`src/rtl/reg_ul_mst_pkg.sv`:
```
// Shared constants for reg_ul_mst: FSM state encoding, latency counter width
// and the legal read-latency range checked at elaboration.
package reg_ul_mst_pkg;

  localparam int STATE_W    = 3;
  localparam int CNT_W      = 4;
  localparam int RD_LAT_MIN = 1;
  localparam int RD_LAT_MAX = 15;

  typedef enum logic [STATE_W-1:0] {
    ST_IDLE  = 3'd0,
    ST_WR    = 3'd1,
    ST_RD    = 3'd2,
    ST_RWAIT = 3'd3,
    ST_VRD   = 3'd4,
    ST_VWAIT = 3'd5,
    ST_RSP   = 3'd6
  } state_t;

  // The strobe cycle itself accounts for one edge of the read latency.
  function automatic logic [CNT_W-1:0] lat_load(input int rd_lat);
    return CNT_W'(rd_lat - 1);
  endfunction

endpackage

```
`src/rtl/reg_ul_mst_lat_cnt.sv`:
```
// Loadable down-counter that times the wait between a read strobe and the
// cycle whose closing edge samples the register file's read data.
module reg_ul_mst_lat_cnt
  import reg_ul_mst_pkg::*;
(
  input  logic             clks,
  input  logic             reset,
  input  logic             load,
  input  logic [CNT_W-1:0] load_val,
  input  logic             dec,
  output logic             done
);

  logic [CNT_W-1:0] cnt;

  always_ff @(posedge clks or posedge reset) begin
    if (reset) begin
      cnt <= '0;
    end else if (load) begin
      cnt <= load_val;
    end else if (dec && (cnt != '0)) begin
      cnt <= cnt - 1'b1;
    end
  end

  // High in the final wait cycle: the edge closing it brings the count to zero.
  assign done = (cnt <= CNT_W'(1));

endmodule

```
`src/rtl/reg_ul_mst.sv`:
```
// Single-outstanding register-bus initiator for the UL CPU register interface.
// Define REG_UL_MST_WR_VERIFY_EN to add masked read-back verification of writes.
module reg_ul_mst
  import reg_ul_mst_pkg::*;
#(
  parameter int CPU_ADDR_WIDTH = 12,
  parameter int CPU_DATA_WIDTH = 32,
  parameter int RD_LAT         = 2
) (
  input  logic                      clks,
  input  logic                      reset,
  input  logic                      req_vld,
  output logic                      req_rdy,
  input  logic                      req_wr,
  input  logic [CPU_ADDR_WIDTH-1:0] req_addr,
  input  logic [CPU_DATA_WIDTH-1:0] req_wdata,
  input  logic [CPU_DATA_WIDTH-1:0] req_vmask,
  output logic                      rsp_vld,
  input  logic                      rsp_rdy,
  output logic [CPU_DATA_WIDTH-1:0] rsp_rdata,
  output logic                      rsp_err,
  output logic                      cpu_wr,
  output logic [CPU_ADDR_WIDTH-1:0] cpu_wr_addr,
  output logic [CPU_DATA_WIDTH-1:0] cpu_data_in,
  output logic                      cpu_rd,
  input  logic [CPU_DATA_WIDTH-1:0] cpu_data_out,
  output logic                      busy
);

  if ((RD_LAT < RD_LAT_MIN) || (RD_LAT > RD_LAT_MAX)) begin : g_bad_rd_lat
    $error("reg_ul_mst: RD_LAT must lie in 1..15");
  end

  localparam logic [CNT_W-1:0] LAT_LOAD = lat_load(RD_LAT);

  state_t state;
  state_t state_nxt;
  logic   rdy_en;
  logic   accept;
  logic   cnt_load;
  logic   cnt_dec;
  logic   cnt_done;
  logic   capture;

`ifdef REG_UL_MST_WR_VERIFY_EN
  logic [CPU_DATA_WIDTH-1:0] vmask_q;
`else
  logic unused_vmask;
  assign unused_vmask = ^req_vmask;
`endif

  assign accept = req_vld && req_rdy;

  reg_ul_mst_lat_cnt u_lat_cnt (
    .clks     (clks),
    .reset    (reset),
    .load     (cnt_load),
    .load_val (LAT_LOAD),
    .dec      (cnt_dec),
    .done     (cnt_done)
  );

  // Holds req_rdy low through reset and until the first edge after release.
  always_ff @(posedge clks or posedge reset) begin
    if (reset) begin
      rdy_en <= 1'b0;
    end else begin
      rdy_en <= 1'b1;
    end
  end

  always_ff @(posedge clks or posedge reset) begin
    if (reset) begin
      state <= ST_IDLE;
    end else begin
      state <= state_nxt;
    end
  end

  always_comb begin
    state_nxt = state;
    cnt_load  = 1'b0;
    cnt_dec   = 1'b0;
    capture   = 1'b0;
    req_rdy   = 1'b0;
    rsp_vld   = 1'b0;
    cpu_wr    = 1'b0;
    cpu_rd    = 1'b0;
    busy      = 1'b1;
    case (state)
      ST_IDLE: begin
        busy    = 1'b0;
        req_rdy = rdy_en;
        if (req_vld && rdy_en) begin
          state_nxt = req_wr ? ST_WR : ST_RD;
        end
      end
      ST_WR: begin
        cpu_wr = 1'b1;
`ifdef REG_UL_MST_WR_VERIFY_EN
        state_nxt = (vmask_q != '0) ? ST_VRD : ST_RSP;
`else
        state_nxt = ST_RSP;
`endif
      end
      ST_RD: begin
        cpu_rd   = 1'b1;
        cnt_load = 1'b1;
        // A one-edge latency samples on the edge that leaves the strobe cycle.
        if (RD_LAT == 1) begin
          capture   = 1'b1;
          state_nxt = ST_RSP;
        end else begin
          state_nxt = ST_RWAIT;
        end
      end
      ST_RWAIT: begin
        cnt_dec = 1'b1;
        if (cnt_done) begin
          capture   = 1'b1;
          state_nxt = ST_RSP;
        end
      end
`ifdef REG_UL_MST_WR_VERIFY_EN
      ST_VRD: begin
        cpu_rd   = 1'b1;
        cnt_load = 1'b1;
        if (RD_LAT == 1) begin
          capture   = 1'b1;
          state_nxt = ST_RSP;
        end else begin
          state_nxt = ST_VWAIT;
        end
      end
      ST_VWAIT: begin
        cnt_dec = 1'b1;
        if (cnt_done) begin
          capture   = 1'b1;
          state_nxt = ST_RSP;
        end
      end
`endif
      ST_RSP: begin
        rsp_vld = 1'b1;
        if (rsp_rdy) begin
          state_nxt = ST_IDLE;
        end
      end
      default: begin
        state_nxt = ST_IDLE;
      end
    endcase
  end

  // Bus address/data stay registered after the access so the responder sees a stable address.
  always_ff @(posedge clks or posedge reset) begin
    if (reset) begin
      cpu_wr_addr <= '0;
      cpu_data_in <= '0;
      rsp_rdata   <= '0;
    end else if (accept) begin
      cpu_wr_addr <= req_addr;
      rsp_rdata   <= '0;
      if (req_wr) begin
        cpu_data_in <= req_wdata;
      end
    end else if (capture) begin
      rsp_rdata <= cpu_data_out;
    end
  end

`ifdef REG_UL_MST_WR_VERIFY_EN
  // cpu_data_in still holds the written value when the read-back lands.
  always_ff @(posedge clks or posedge reset) begin
    if (reset) begin
      vmask_q <= '0;
      rsp_err <= 1'b0;
    end else if (accept) begin
      vmask_q <= req_wr ? req_vmask : '0;
      rsp_err <= 1'b0;
    end else if (capture && ((state == ST_VRD) || (state == ST_VWAIT))) begin
      rsp_err <= |((cpu_data_out ^ cpu_data_in) & vmask_q);
    end
  end
`else
  assign rsp_err = 1'b0;
`endif

endmodule

```
`config.mk`:
```
export PLATFORM = sky130hd
export DESIGN_NAME = reg_ul_mst
export DESIGN_NICKNAME = d
export VERILOG_FILES = /design/src/rtl/reg_ul_mst_pkg.sv /design/src/rtl/reg_ul_mst_lat_cnt.sv /design/src/rtl/reg_ul_mst.sv
export SDC_FILE = /design/constraint.sdc
export NUM_CORES = 1
export LEC_CHECK = 0
export ABC_AREA = 1
export CORE_MARGIN = 2
export CORE_UTILIZATION = 25
export CTS_CLUSTER_DIAMETER = 120
export DETAILED_ROUTE_END_ITERATION = 10
export PLACE_DENSITY_LB_ADDON = 0.25
export SLEW_MARGIN = 5
export SYNTH_ARGS = -nofsm -noshare
export SYNTH_HDL_FRONTEND = slang
export SYNTH_SLANG_ARGS = --single-unit
```
`constraint.sdc`:
```
create_clock -name clks -period 4.2 [get_ports clks]
set_input_delay 1.26 -clock clks [delete_from_list [all_inputs] [get_ports clks]]
set_output_delay 1.26 -clock clks [all_outputs]
set_load 0.005 [all_outputs]
```
==> metrics, run 1 <==
status=finished, final reports clean; Mapped Avg Cell Area=approximately 8.7 sq um; Worst R2R End=rsp_rdata[6]; final net count=about 670; initial antenna violation count=0; flops & latches, synth=84; routability-driven placement congestion ratio=between 0.7 and 0.8; layout filler cell count=around 1400; CTS hold repair buffers=0; initial drt markers=between 150 and 200; Root Buffer=clkbuf_16; Via density=roughly 4.3; Post-Syn Area=3517 sq um; clock latency on the worst-skew pair=~340 ps; largest family of logic cells by synthesized area=simple AND/OR/NAND/NOR gates; M2 GR Usage=0.2215; Post-Route WL=9918 um; Worst Setup End Kind=primary output; routed vias=~3200; Port Buf Inserts=approximately 160; top-count cell post-synth=nand2_1; CTS max path bufs=2; crit path cell chain=nor2_2, nand2_2, nor2_1, clkdlybuf4s50_1; Multi-input gate area=roughly 1200 sq um; cells after synthesis=slightly above 400; Switching Fraction=0.3271; VDD IR max=0.0002381 V; Max Clock Skew=11.11 ps; area of the core=13830 sq um; Min-Delay Path Class=flop to flop; GR Util All Layers=0.1353; Hold Crit Endpoint=cpu_data_in[18]; EDFF count, synth=0; Leak Pwr=roughly 2.7 nW; ranking of synthesized cells by area=dfrtp_1 60%, nand2_1 19%, nand3_1 10%, buf_2 1.8%, inv_1 1.4%; Synth cell types=24; FF+latch area=between 2000 and 2500 sq um; post-synthesis compound-gate area fraction=0.008182; largest stage delay on the critical path=roughly 500 ps; Max Slew Vio Count=0; starting density of the core=0.2544; busiest grt layer=met2; fin crit period=~3000 ps; Least-Margin Pin Slew=742.4 ps; Mapped Nets=around 520; Period Utilization, post-route=0.7072; Synth top area share=0.5977; NetSw=about 1.2 mW; area share of and/or/nand/nor cells after synthesis=0.3255; Syn-to-layout area delta=58.24%; CTS Buf Count=9; RSZ-0062 raised after global routing=no; final instance area=about 5600 sq um; WHS Path Cells=2; Post-Synth XOR/XNOR Area=0.002490; Die Width=approximately 120 um; setup violators final=0; PwrDens=approximately 650 nW/um^2; Max FO, Critical Path=7; DRT antenna net count=0; largest net degree at the start of global routing=46; # clock sinks=84; post-DP HPWL=between 6000 and 7000 um; register area share after synthesis=0.5977; Async SR Flop Fraction=1.000; pre-CTS WS=about 1100 ps; die area=between 15000 and 20000 sq um; critical path type=flop to primary output; multiplexer share of the synthesized area=0; Remaining DRCs=0; clk slew on worst S/H paths=around 70 ps; top cells by count, synth=182 x nand2_1, 84 x dfrtp_1, 72 x nand3_1, 13 x buf_2, 13 x inv_1; met1 GRT Util=0.1717; diodes inserted=0; Rows=43; grt met3 use=0.04414; share of cells above drive strength 1=0.05169; Buf/Inv on CP=1; Slowest-stage cell, CP=clkdlybuf4s50_1; final hold vios=0; Setup Fix Bufs, Post-CTS=0; r2r setup slk=1700 ps; cell family with most CP delay=buffers and inverters; PostCTS Resize Cnt=0; Peak Freq=around 0.34 GHz; worst hold slack=around 470 ps; routed len/inst=around 13 um; H-tree lvl count=3; Yosys warning total=0; Clk pwr share=0.220; first-pass iteration count of the detailed router=4; setup_tns=0 ps; Logic pwr share=0.406; largest area contributor in the netlist=dfrtp_1; internal power=between 2 and 2.5 mW; GRT Residual Overflow=0; Tot Pwr=roughly 3.6 mW; Req. time, crit path=slightly below 3000 ps; Post-Synth Adder-Cell Area=0.01067; Slew HR=0.5045; global-route wire length before repair=approximately 16000 um; reg2reg start=u_lat_cnt.cnt[0]; Flop pwr share=0.374; total of max-cap violations=0; top_reg_cell synth=dfrtp_1; die height=approximately 120 um; Critical Path AT=~1700 ps; io pins=between 150 and 200; Worst setup SP type=flop; Worst Hold Launch=cpu_data_in[18]; reg2reg path depth=8; Placement Cell Area=roughly 5300 sq um; Final WS setup=approximately 1200 ps; CTS tree=built; vias in the first global route=between 3000 and 4000
[tightest hold or removal path: cells and delay by family, from the launching register on]
kind,cells,cell delay (ps)
AND/OR/NAND/NOR,2,100
flip-flops,1,340
[power groups by stage]
stage	sequential, mW	combinational (mW)	clock, mW
2_1_floorplan	1.37	0.610	0
3_3_place_gp	1.35	1.47	0
3_5_place_dp	1.37	1.49	0
4_1_cts	1.36	1.50	0.826
5_1_grt	1.40	1.66	0.863
6_report	1.35	1.47	0.797
[area by class of cell]
class / count / share of cell area
flip-flops and latches: 84 / 0.3777
well taps: 180 / 0.04047
repair buffers: 164 / 0.2959
multi-input cells: 281 / 0.2205
clock buffers: 9 / 0.04047
clock inverters: 7 / 0.01349
inverters: 16 / 0.01147
[registers in the layout, indices dropped and copies added (netlist names)]
register       cells
u_lat_cnt.cnt      4
rdy_en             1
state              3
cpu_wr_addr       12
cpu_data_in       32
rsp_rdata         32
[cell usage in the layout (no fill, tap or decap)]
cell type and n:
o22ai_1 1, clkinvlp_4 3, clkinv_4 1, nand4_1 3
inv_1 12, xor2_1 1, bufinv_16 1, nor2_2 2
clkdlybuf4s50_1 161, inv_2 2, nand3_1 72, o211ai_1 1
nand2_2 2, a21oi_1 1, buf_4 2, buf_12 1
nand2_1 182, inv_6 1, clkbuf_16 9, o21ai_0 2
dfrtp_1 84, nand3_2 1, nor2_8 1, ha_1 3
nor2_1 6, nor3_1 1, clkinv_2 2, conb_1 2
inv_4 1
[layer usage]
layer,up-vias,part of all wire
met5,-,0
met1,1493,0.45
li1,1579,-
met2,108,0.47
met4,0,0.0092
met3,9,0.070
[metrics by stage]
stage,util,cells
2_1_floorplan,-,403
3_3_place_gp,0.3808,725
3_5_place_dp,0.3808,725
4_1_cts,0.4025,741
5_1_grt,0.4025,741
6_report,0.4025,741
[cells by family after synthesis]
logic type | Yosys count
xor+xnor | 1
compound gates | 5
other cells | 2
simple gates | 270
buf+inv | 38
fa+ha+maj | 3
flops | 84
[how the worst max path moves through the flow]
stage / cells past startpoint / from / end
2_1_floorplan: 1 / reset / cpu_data_in[0]
3_3_place_gp: 6 / req_vld / cpu_data_in[23]
3_5_place_dp: 6 / req_vld / cpu_data_in[16]
4_1_cts: 4 / state[1] / req_rdy
5_1_grt: 4 / state[1] / req_rdy
6_report: 4 / state[1] / req_rdy
(Power assumes the default switching activity.)
==> run 2: changes to the inputs <==
==> constraint.sdc (replaced) <==
create_clock -name clks -period 2.9 [get_ports clks]
set_input_delay 0.87 -clock clks [delete_from_list [all_inputs] [get_ports clks]]
set_output_delay 0.87 -clock clks [all_outputs]
set_load 0.005 [all_outputs]
==> metrics, run 2 (synthesis gave the netlist of run 1 again) <==
status=finished, final reports clean; DRT antenna net count=0; Post-Route WL=between 9000 and 10000 um; critical path type=flop to primary output; Worst Setup End Kind=primary output; setup violators final=0; most common cell after layout, fill and taps aside=nand2_1; Die Width=approximately 120 um; CP Launch Point=state[1]; Slew HR=0.5612; layout filler cell count=roughly 1300; Setup Fix Bufs, Post-CTS=0; crit path cell chain=nor2_2, nand2_2, nor2_1, clkdlybuf4s50_1; fin crit period=about 2600 ps; clk slew on worst S/H paths=around 60 ps; cell count along the critical path=4; Peak Freq=0.3843 GHz; Slowest-stage cell, CP=clkdlybuf4s50_1; CTS tree=built; post-DP HPWL=6793 um; Final Util=0.4069; Least-Margin Pin Slew=655.9 ps; Leak Pwr=2.751 nW; die area=between 15000 and 20000 sq um; most frequent cells in the layout=182 x nand2_1, 161 x clkdlybuf4s50_1, 84 x dfrtp_1, 72 x nand3_1, 12 x inv_1; Max FO, Critical Path=7; Worst setup SP type=flop; Rows=43; reg2reg path depth=9; largest net degree at the start of global routing=85; H-tree lvl count=3; PostCTS Resize Cnt=0; initial drt markers=151; initial antenna violation count=0; VDD IR max=around 0.00037 V; # clock sinks=84; die height=approximately 120 um; Final WS setup=around 300 ps; pre-CTS WS=~400 ps; RSZ-0062 raised after global routing=no; CTS hold repair buffers=0; final instance area=between 5000 and 6000 sq um; GR Util All Layers=0.1379; routability-driven placement congestion ratio=0.7623; Placement Cell Area=roughly 5300 sq um; Min-Delay Path Class=flop to flop; CTS Buf Count=9; GRT Residual Overflow=0; CTS max path bufs=2; Port Buf Inserts=161; share of cells above drive strength 1=0.05674; Root Buffer=clkbuf_16; Buf/Inv on CP=1; starting density of the core=0.2544; diodes inserted=0; routed vias=between 3000 and 4000; Max Slew Vio Count=0; setup_tns=0 ps; global-route wire length before repair=about 16000 um; first-pass iteration count of the detailed router=4; io pins=a little under 200; Period Utilization, post-route=0.8974; vias in the first global route=about 3100; reg2reg start=u_lat_cnt.cnt[0]; crit path to=req_rdy; routed len/inst=13.42 um; Max Clock Skew=approximately 11 ps; final net count=approximately 680; Syn-to-layout area delta=59.98%; largest stage delay on the critical path=~520 ps; Remaining DRCs=0; Via density=4.333; clock latency on the worst-skew pair=roughly 340 ps; PwrDens=between 900 and 1000 nW/um^2; Largest regs=cpu_data_in (32), rsp_rdata (32), cpu_wr_addr (12); Worst R2R End=rsp_rdata[8]; area of the core=between 10000 and 15000 sq um; Critical Path AT=~1700 ps; cell family with most CP delay=buffers and inverters; r2r setup slk=960 ps; Req. time, crit path=between 2000 and 2500 ps; total of max-cap violations=0; final hold vios=0
run 2: worst min-delay path by stage:
stage,slack [ps],startpoint,depth (start not counted),to
after floorplan,470,cpu_data_in[30],2,cpu_data_in[30]
final,470,cpu_data_in[18],2,cpu_data_in[18]
after global routing,490,cpu_data_in[11],2,cpu_data_in[11]
after global placement,450,cpu_data_in[24],2,cpu_data_in[24]
after CTS,470,cpu_data_in[22],2,cpu_data_in[22]
after detailed placement,460,cpu_data_in[22],2,cpu_data_in[22]
run 2: final cells by class:
class                           count  area [sq um]  share of cell area
Tap cell                          180         225.2             0.04003
Multi-Input combinational cell    281          1227              0.2181
Sequential cell                    84          2102              0.3736
Clock buffer                       12         266.5             0.04736
Timing Repair Buffer              167          1669              0.2966
Clock inverter                      4         70.07             0.01245
Inverter                           16         66.31             0.01179
run 2: worst reg2reg max path: cells and delay by family, from the launching register on:
| kind | cells | cell delay (ps) |
|---|---|---|
| flops | 1 | 390 |
| buf+inv | 4 | 890 |
| simple gates | 4 | 400 |
| fa+ha+maj | 1 | 210 |
run 2: layer usage:
layer | wire length (um) | share of wire | GRT usage | vias up
met1 | 4346 | 0.44 | 0.1772 | 1518
met2 | 4741 | 0.47 | 0.2177 | 108
met4 | 206 | 0.021 | 0.06394 | 0
li1 | - | - | - | 1584
met5 | 0 | 0 | 0 | -
met3 | 688 | 0.069 | 0.03485 | 14
run 2: where the power goes:
part           switching (mW)  internal, mW
Combinational           0.944          1.20
Sequential              0.287          1.67
Clock                   0.462         0.822
Total                    1.69          3.69
run 2: stage by stage:
stage	power [mW]	cells	hold WS, ps
CTS	5.470	744	474.0
detailed placement	4.151	728	459.0
global route	5.822	744	489.9
finish	5.384	744	470.7
global placement	4.097	728	454.6
floorplan	2.872	403	465.4
==> run 3: changes to the inputs <==
--- a/config.mk
+++ b/config.mk
@@ -11,7 +11,7 @@
 export CTS_CLUSTER_DIAMETER = 120
 export DETAILED_ROUTE_END_ITERATION = 10
 export PLACE_DENSITY_LB_ADDON = 0.25
-export SLEW_MARGIN = 5
+export SLEW_MARGIN = 20
 export SYNTH_ARGS = -nofsm -noshare
 export SYNTH_HDL_FRONTEND = slang
 export SYNTH_SLANG_ARGS = --single-unit
==> constraint.sdc (replaced) <==
create_clock -name clks -period 2.32 [get_ports clks]
set_input_delay 0.696 -clock clks [delete_from_list [all_inputs] [get_ports clks]]
set_output_delay 0.696 -clock clks [all_outputs]
set_load 0.005 [all_outputs]
==> metrics, run 3 (synthesis gave the netlist of run 1 again) <==
Leak Pwr=between 2 and 3 nW; CTS max path bufs=2; Max FO, Critical Path=7; Tot Pwr=6.755 mW; CP Launch Point=state[2]; layout filler cell count=1353; Die Width=roughly 120 um; RSZ-0062 raised after global routing=yes; setup_tns=0 ps; H-tree lvl count=3; VDD IR max=0.0005121 V; r2r setup slk=around 640 ps; DRT antenna net count=0; Rows=43; GR Util All Layers=0.1399; setup violators final=0; Final WS setup=93.48 ps; GRT Residual Overflow=0; Remaining DRCs=0; routability-driven placement congestion ratio=between 0.7 and 0.8; post-DP HPWL=around 7000 um; PwrDens=between 1000 and 1500 nW/um^2; clk slew on worst S/H paths=60 ps; Hold Crit Endpoint=cpu_data_in[18]; final net count=684; Post-Route WL=around 10000 um; CTS hold repair buffers=0; Via density=around 4.3; die area=around 15000 sq um; Worst Hold Launch=cpu_data_in[18]; Min-Delay Path Class=flop to flop; Worst Setup End Kind=primary output; fin crit period=around 2200 ps; Largest regs=cpu_data_in (32), rsp_rdata (32), cpu_wr_addr (12); io pins=between 150 and 200; Period Utilization, post-route=0.9597; Syn-to-layout area delta=63.36%; largest stage delay on the critical path=roughly 530 ps; Peak Freq=around 0.45 GHz; initial drt markers=212; Worst setup SP type=flop; clock latency on the worst-skew pair=around 340 ps; first-pass iteration count of the detailed router=4; share of cells above drive strength 1=0.08028; CTS Buf Count=9; global-route wire length before repair=between 15000 and 20000 um; total of max-cap violations=0; Worst R2R End=rsp_rdata[5]; starting density of the core=0.2544; WHS Path Cells=2; vias in the first global route=approximately 3300; Slew HR=0.6358; # clock sinks=84; Max Clock Skew=between 7 and 8 ps; area of the core=13830 sq um; most common cell after layout, fill and taps aside=nand2_1; largest net degree at the start of global routing=46; status=finished, final reports clean; final hold vios=0; Root Buffer=clkbuf_16; routed vias=roughly 3200; CTS tree=built; Slowest-stage cell, CP=clkdlybuf4s50_1; Req. time, crit path=~1600 ps; Critical Path AT=1530 ps; Port Buf Inserts=161; reg2reg path depth=8; pre-CTS WS=176.0 ps; crit path cell chain=nor3_2, clkdlybuf4s50_1; die height=between 100 and 150 um; routed len/inst=around 13 um; Max Slew Vio Count=0; diodes inserted=0; Least-Margin Pin Slew=around 550 ps; reg2reg start=u_lat_cnt.cnt[0]; critical path type=flop to primary output; most frequent cells in the layout=182 x nand2_1, 157 x clkdlybuf4s50_1, 82 x dfrtp_1, 72 x nand3_1; initial antenna violation count=0
==> run 3: cell types whose count changed in the layout (fill, tap and decap cells not counted), sizes merged <==
cell	previous run	this run
buf	6	16
clkinv	2	3
dlymetal6s2s	0	3
clkdlybuf4s50	161	157
clkbuf	12	11
==> run 3: critical path, delay by kind of cell (launching register included) <==
family | cells | cell delay (ps)
buf+inv | 1 | 530
flops | 1 | 470
simple gates | 1 | 200
==> run 3: per-layer routing <==
layer	vias to the layer above	share of wire	wire length [um]	GRT usage
met3	10	0.071	715	0.04089
li1	1602	-	-	-
met4	0	0.015	155	0.05388
met2	102	0.48	4855	0.2351
met5	-	0	0	0
met1	1500	0.43	4299	0.1689
==> run 3: through the flow <==
step	utilization	hold slack, ps	cells	area (sq um)
floorplan	-	465.4	403	3521
global placement	0.3889	455.3	733	5378
detailed placement	0.3889	458.1	733	5378
CTS	0.4142	473.2	752	5727
global route	0.4155	496.5	753	5746
finish	0.4155	466.9	753	5746
==> run 3: cell type report <==
type / count / area (sq um) / share of cell area
inverter: 16 / 66.31 / 0.01154
multi-input combinational: 281 / 1240 / 0.2158
tap: 180 / 225.2 / 0.03920
sequential: 84 / 2105 / 0.3663
clock inverter: 5 / 75.07 / 0.01307
clock buffer: 11 / 242.7 / 0.04225
timing repair buffer: 176 / 1792 / 0.3118
==> run 3: worst max path at each step <==
stage | endpoint | slack [ps] | cells after the start
floorplan | cpu_data_in[0] | 660 | 1
global placement | rsp_rdata[6] | 180 | 6
detailed placement | rsp_rdata[6] | 180 | 6
CTS | req_rdy | -5 | 4
global route | cpu_wr | 10 | 2
finish | cpu_wr | 90 | 2
==> run 3: repair_timing <==
action	in CTS	in global routing
gates resized for setup	4	6
endpoints found under the hold margin	0	0
endpoints found under the setup margin	2	5
pin swaps	2	0
setup buffers	3	1
==> run 3: power breakdown <==
group	internal (mW)	switching [mW]
Clock	0.967	0.562
Combinational	1.57	1.19
Sequential	2.09	0.379
